--- src/rtl/dlatch_bist_driver.sv ---
// Built-in self-test driver for a gated D latch: steps an 11-vector D/EN sequence, checks Q/Q-bar, reports on LEDs.
// Optional: define DLATCH_BIST_FIRST_FAIL_EN to add output_first_fail_13 (1-based index of first failing vector).
module dlatch_bist_driver #(
    parameter int SETTLE_CYCLES = 4,
    parameter int CNT_W         = 4
) (
    input  logic             input_clock1_clk_1,
    input  logic             input_push_button2_rst_n_2,
    input  logic             input_push_button3_start_3,
    input  logic             input_latch_q_4,
    input  logic             input_latch_qn_5,
    output logic             output_led1_d_6,
    output logic             output_led2_en_7,
    output logic             output_led3_busy_8,
    output logic             output_led4_done_9,
    output logic             output_led5_pass_10,
    output logic [CNT_W-1:0] output_test_count_11,
    output logic [CNT_W-1:0] output_fail_count_12
`ifdef DLATCH_BIST_FIRST_FAIL_EN
    ,
    output logic [CNT_W-1:0] output_first_fail_13
`endif
);

    localparam int SCW = (SETTLE_CYCLES < 2) ? 1 : $clog2(SETTLE_CYCLES + 1);
    localparam logic [3:0] LAST_IDX = 4'd10;

    typedef enum logic [2:0] {IDLE, APPLY, SETTLE, CHECK, DONE} state_t;

    logic clk;
    logic rst_n;
    assign clk   = input_clock1_clk_1;
    assign rst_n = input_push_button2_rst_n_2;

    state_t           state_q, state_d;
    logic [3:0]       idx_q, idx_d;
    logic [SCW-1:0]   cnt_q, cnt_d;
    logic             start_q, start_d;
    logic             qexp_q, qexp_d;
    logic             known_q, known_d;
    logic             d_q, d_d;
    logic             en_q, en_d;
    logic             busy_q, busy_d;
    logic             done_q, done_d;
    logic             pass_q, pass_d;
    logic [CNT_W-1:0] test_q, test_d;
    logic [CNT_W-1:0] fail_q, fail_d;
    logic [CNT_W-1:0] first_q, first_d;

    logic start_edge;
    logic vec_ok;
    logic [1:0] vec;

    // Vector table as {D, EN}
    function automatic logic [1:0] vec_de(input logic [3:0] i);
        case (i)
            4'd0:    vec_de = 2'b01;
            4'd1:    vec_de = 2'b11;
            4'd2:    vec_de = 2'b01;
            4'd3:    vec_de = 2'b00;
            4'd4:    vec_de = 2'b10;
            4'd5:    vec_de = 2'b11;
            4'd6:    vec_de = 2'b01;
            4'd7:    vec_de = 2'b00;
            4'd8:    vec_de = 2'b10;
            4'd9:    vec_de = 2'b00;
            4'd10:   vec_de = 2'b11;
            default: vec_de = 2'b00;
        endcase
    endfunction

    assign start_edge = input_push_button3_start_3 & ~start_q;
    assign vec        = vec_de(idx_q);
    assign vec_ok     = (input_latch_q_4 != input_latch_qn_5) &&
                        (!known_q || (input_latch_q_4 == qexp_q));

    always_comb begin
        state_d = state_q;
        idx_d   = idx_q;
        cnt_d   = cnt_q;
        start_d = input_push_button3_start_3;
        qexp_d  = qexp_q;
        known_d = known_q;
        d_d     = d_q;
        en_d    = en_q;
        busy_d  = busy_q;
        done_d  = done_q;
        pass_d  = pass_q;
        test_d  = test_q;
        fail_d  = fail_q;
        first_d = first_q;

        unique case (state_q)
            IDLE, DONE: begin
                en_d = 1'b0;
                // Status flags settle one cycle after entering DONE so pass sees the final count
                if (state_q == DONE) begin
                    busy_d = 1'b0;
                    done_d = 1'b1;
                    pass_d = (fail_q == '0);
                end
                if (start_edge) begin
                    state_d = APPLY;
                    idx_d   = '0;
                    known_d = 1'b0;
                    busy_d  = 1'b1;
                    done_d  = 1'b0;
                    pass_d  = 1'b0;
                    test_d  = '0;
                    fail_d  = '0;
                    first_d = '0;
                end
            end
            APPLY: begin
                d_d  = vec[1];
                en_d = vec[0];
                if (vec[0]) begin
                    qexp_d  = vec[1];
                    known_d = 1'b1;
                end
                cnt_d   = SCW'(SETTLE_CYCLES - 1);
                state_d = SETTLE;
            end
            SETTLE: begin
                if (cnt_q == '0) begin
                    state_d = CHECK;
                end else begin
                    cnt_d = cnt_q - SCW'(1);
                end
            end
            CHECK: begin
                test_d = test_q + CNT_W'(1);
                if (!vec_ok) begin
                    fail_d = fail_q + CNT_W'(1);
                    if (first_q == '0) begin
                        first_d = CNT_W'(idx_q) + CNT_W'(1);
                    end
                end
                if (idx_q == LAST_IDX) begin
                    state_d = DONE;
                end else begin
                    idx_d   = idx_q + 4'd1;
                    state_d = APPLY;
                end
            end
            default: state_d = IDLE;
        endcase
    end

    always_ff @(posedge clk or negedge rst_n) begin
        if (!rst_n) begin
            state_q <= IDLE;
            idx_q   <= '0;
            cnt_q   <= '0;
            start_q <= 1'b0;
            qexp_q  <= 1'b0;
            known_q <= 1'b0;
            d_q     <= 1'b0;
            en_q    <= 1'b0;
            busy_q  <= 1'b0;
            done_q  <= 1'b0;
            pass_q  <= 1'b0;
            test_q  <= '0;
            fail_q  <= '0;
            first_q <= '0;
        end else begin
            state_q <= state_d;
            idx_q   <= idx_d;
            cnt_q   <= cnt_d;
            start_q <= start_d;
            qexp_q  <= qexp_d;
            known_q <= known_d;
            d_q     <= d_d;
            en_q    <= en_d;
            busy_q  <= busy_d;
            done_q  <= done_d;
            pass_q  <= pass_d;
            test_q  <= test_d;
            fail_q  <= fail_d;
            first_q <= first_d;
        end
    end

    assign output_led1_d_6      = d_q;
    assign output_led2_en_7     = en_q;
    assign output_led3_busy_8   = busy_q;
    assign output_led4_done_9   = done_q;
    assign output_led5_pass_10  = pass_q;
    assign output_test_count_11 = test_q;
    assign output_fail_count_12 = fail_q;

`ifdef DLATCH_BIST_FIRST_FAIL_EN
    assign output_first_fail_13 = first_q;
`else
    logic unused_first;
    assign unused_first = ^first_q;
`endif

endmodule

--- config.mk ---
export PLATFORM = sky130hd
export DESIGN_NAME = dlatch_bist_driver
export DESIGN_NICKNAME = d
export VERILOG_FILES = /design/src/rtl/dlatch_bist_driver.sv
export SDC_FILE = /design/constraint.sdc
export NUM_CORES = 1
export LEC_CHECK = 0
export CAP_MARGIN = 5
export CORE_ASPECT_RATIO = 1.1
export CORE_UTILIZATION = 53
export DETAILED_ROUTE_END_ITERATION = 6
export PLACE_DENSITY_LB_ADDON = 0.1
export SLEW_MARGIN = 20
export SYNTH_ARGS = -nofsm -noshare
export SYNTH_HDL_FRONTEND = slang
export SYNTH_SLANG_ARGS = --single-unit
--- constraint.sdc ---
create_clock -name input_clock1_clk_1 -period 2.1 [get_ports input_clock1_clk_1]
set_input_delay 0.42 -clock input_clock1_clk_1 [delete_from_list [all_inputs] [get_ports input_clock1_clk_1]]
set_output_delay 0.42 -clock input_clock1_clk_1 [all_outputs]
set_load 0.05 [all_outputs]
==> flow_summary.toml <==
[floorplan]
die_h_um = 54.89
die_area_um2 = 2748
die_width_um = 50.08
fp.coreArea_um2 = 2320
initial_standard_cell_utilization_of_the_core_pct = 58.09
rows = 18
boundaryPins = 18

[cells_and_area]
multi_input_area_um2 = 643.1
layout.filler_cells = 187
layout-drive-gt1-share_pct = 10.39
layoutNonFillerInstCount = 184
finalNetCount = 169
register_area_um2 = 650.6
area.growth.synth_to_final_pct = 20.61
n_antenna_cell = 0

[cts]
cts_max_level = 1
clock-root-buffer = "sky130_fd_sc_hd__clkbuf_4"
ctsHoldBuffers = 0
cts_sinks = 26
cts_tree = "done"
cts_setup_buffers = 0
cts-root-to-sink-buffers = 2
post_cts_resized = 0
numCtsBuffers = 3
clk_pin_slew_ns = 0.16
insertion_delay_ns = 0.34

[timing]
finalCriticalPeriod_ns = 2.028
finalHoldViolations = 0
final-setup-viol-count = 0
totalNegativeSetupSlack_ns = 0
timing.max_slew.rel_slack_pct = 66.09
maxClockFrequency_ghz = 0.4931
maxSlewViolCount = 0
finClkSkew_ns = 0.02521
final.period_utilization_pct = 96.58
rsz0062_at_grt = "no"
max_slew.worst_pin.slew_ns = 0.5071

[setup_path]
sort_of_element_at_the_end_of_the_critical_path = "output port"
r2r_cells = 5
combined_buffer_and_inverter_count_along_the_critical_path = 1
cp_num_cells = 1
worst_ep_arrival_time_ns = 1.61
cpLargestDelayFamily = "buffers and inverters"
timing.critical_path.slowest_stage_cell = "sky130_fd_sc_hd__clkdlybuf4s50_1"
cpPeakStageDelay_ns = 0.83
setup.worst_path.start_class = "flop"
crit_path_cell_trace = "clkdlybuf4s50_1"
worstSetupPathType = "flop to output port"
worstPathMaxFanout = 5
worst_ep_required_time_ns = 1.68

[synthesis]
synth-main-ff-cell = "sky130_fd_sc_hd__dfrtp_1"
synth-seq-cells = 26
syn-cell-area_um2 = 1348
syn_inst = 132
synth_area_leaders = "sky130_fd_sc_hd__dfrtp_1 (48%), sky130_fd_sc_hd__ha_1 (8.4%), sky130_fd_sc_hd__nor2_1 (4.2%)"
synth.net_count = 146
syn-mean-instance-area_um2 = 10.21
ys_async_sr_fraction_pct = 100.0
synth_top_area_share_pct = 48.28
synthesis.yosys.warnings = 0
synth_edf_count = 0
seq_area_frac_synth_pct = 48.28
yosysUniqueCellTypes = 36
synth_area_leader_cell = "sky130_fd_sc_hd__dfrtp_1"

[drt]
route.vias.total = 1047
drt-wirelength-per-cell_um = 14.08
drt_pre_antenna_iters = 4
totalWireLength_um = 2590
drt_first_iter_violations = 31
routed_via_density = 5.690
drt.antenna.violating_nets = 0
number_of_drc_violations_after_detailed_routing = 0

[pwr]
p_per_area_nw_per_um2 = 1448
ir_worst_vdd_v = 0.0008498
cellLeakagePower_nw = 0.7390

[placement]
globalplace.congestion = 0.7857
port_buffers = 17
post-dp-hpwl_um = 1886
dp.cells = 180

[outcome]
status = "finished clean"

[global_routing]
grt_pass1_wl_um = 4257
grt.total_usage_pct = 21.52
grt_antenna_before_repair = 0
grt_max_degree = 27
grt-ovfl-total = 0
grt_pass1_vias = 959

[min_path]
timing.hold.worst.class = "input pin to asynchronous set/reset pin"

[run]
drv.max_cap_violation_count = 0
[Yosys cell counts, types with 3 or more instances]
cell and count:
sky130_fd_sc_hd__o22ai_1 3, sky130_fd_sc_hd__dfrtp_1 26, sky130_fd_sc_hd__a21oi_1 6, sky130_fd_sc_hd__ha_1 9, sky130_fd_sc_hd__inv_1 9, sky130_fd_sc_hd__o21ai_0 8, sky130_fd_sc_hd__nor2_1 15, sky130_fd_sc_hd__nand3_1 4
sky130_fd_sc_hd__a22o_1 3, sky130_fd_sc_hd__buf_2 4, sky130_fd_sc_hd__nand4_1 3, sky130_fd_sc_hd__nor2b_1 3, sky130_fd_sc_hd__nand2_1 8
[report_power, final]
part	internal, mW	switching [mW]	leakage [nW]	total [mW]
combinational	0.477	0.702	0.379	1.18
sequential	0.667	0.162	0.332	0.828
clock	0.193	0.153	0.0279	0.347
total	1.34	1.02	0.739	2.35
[placed cells by master (no fill, tap or decap), types with 2 or more instances in the layout]
| cell type | netlist | layout |
|---|---|---|
| sky130_fd_sc_hd__clkdlybuf4s50_1 | 0 | 17 |
| sky130_fd_sc_hd__a21oi_1 | 6 | 6 |
| sky130_fd_sc_hd__nor2b_1 | 3 | 3 |
| sky130_fd_sc_hd__dfrtp_1 | 26 | 26 |
| sky130_fd_sc_hd__mux2i_1 | 2 | 2 |
| sky130_fd_sc_hd__nand3_1 | 4 | 4 |
| sky130_fd_sc_hd__inv_1 | 9 | 9 |
| sky130_fd_sc_hd__a21o_1 | 2 | 2 |
| sky130_fd_sc_hd__clkbuf_4 | 0 | 3 |
| sky130_fd_sc_hd__nor2_1 | 15 | 15 |
| sky130_fd_sc_hd__o22ai_1 | 3 | 3 |
| sky130_fd_sc_hd__o21ai_0 | 8 | 8 |
| sky130_fd_sc_hd__nand4_1 | 3 | 3 |
| sky130_fd_sc_hd__buf_4 | 0 | 5 |
| sky130_fd_sc_hd__o21ai_1 | 2 | 2 |
| sky130_fd_sc_hd__nand3b_1 | 2 | 2 |
| sky130_fd_sc_hd__or3_1 | 2 | 2 |
| sky130_fd_sc_hd__a22o_1 | 3 | 3 |
| sky130_fd_sc_hd__nand2b_1 | 2 | 2 |
| sky130_fd_sc_hd__o22a_1 | 2 | 2 |
| sky130_fd_sc_hd__nand2_1 | 8 | 8 |
| sky130_fd_sc_hd__xor2_1 | 2 | 2 |
| sky130_fd_sc_hd__ha_1 | 9 | 9 |
[per-stage QoR]
step	area, um2	util [%]	hold WS (ns)	setup WS (ns)	power (mW)
floorplan	1348	-	0.1244	0.3817	1.675
global placement	1573	67.80	0.4614	0.2937	1.980
detailed placement	1573	67.80	0.4644	0.2373	2.014
CTS	1625	70.06	0.4470	0.07202	2.363
global route	1625	70.06	0.4523	0.02812	2.525
finish	1625	70.06	0.4283	0.07192	2.354
[state kept, by name, indices dropped and copies added, names as in the netlist]
| register | cells |
|---|---|
| qexp_q | 1 |
| output_led5_pass_10 | 1 |
| known_q | 1 |
| output_test_count_11 | 4 |
| state_q | 3 |
| output_led2_en_7 | 1 |
| output_fail_count_12 | 4 |
| output_led3_busy_8 | 1 |
| cnt_q | 3 |
| idx_q | 4 |
| start_q | 1 |
| output_led4_done_9 | 1 |
| output_led1_d_6 | 1 |
[metal layers]
metal / vias up / GRT usage, % / part of all wire [%]
met5: - / 0 / 0
met4: 0 / 8.571 / 1.3
met3: 4 / 3.889 / 4.3
met2: 23 / 39.11 / 49
met1: 508 / 25.35 / 46
li1: 512 / - / -
[cell families (layout without fill, tap and decap cells)]
| logic type | Yosys count | in the layout | share of synthesized area (%) |
|---|---|---|---|
| adders and majority gates | 9 | 9 | 8.357 |
| and+or+nand+nor | 44 | 44 | 17.55 |
| DFF | 26 | 26 | 48.28 |
| AOI/OAI and AO/OA | 33 | 33 | 16.44 |
| buffers and inverters | 13 | 35 | 3.992 |
| muxes | 4 | 4 | 3.435 |
| xor gates and xnor gates | 3 | 3 | 1.950 |
[worst paths after layout]
| kind | startpoint | endpoint | slack, ns |
|---|---|---|---|
| max | output_fail_count_12[2] | output_fail_count_12[2] | 0.07 |
| min | input_push_button2_rst_n_2 | state_q[1] | 0.43 |
| max reg2reg | idx_q[0] | qexp_q | 0.26 |
| min reg2reg | output_test_count_11[3] | output_test_count_11[3] | 0.49 |
| max in group asynchronous | input_push_button2_rst_n_2 | output_led1_d_6 | 1.40 |
| min in group input_clock1_clk_1 | output_test_count_11[3] | output_test_count_11[3] | 0.49 |
[area by class of cell]
class                           count  area share [%]
Clock buffer                        3           1.386
Clock inverter                      1           1.848
Inverter                            9           2.079
Multi-Input combinational cell     93           39.57
Sequential cell                    26           40.03
Tap cell                           30           2.309
Timing Repair Buffer               22           12.78
No activity file was read; power rests on OpenSTA's default activity.
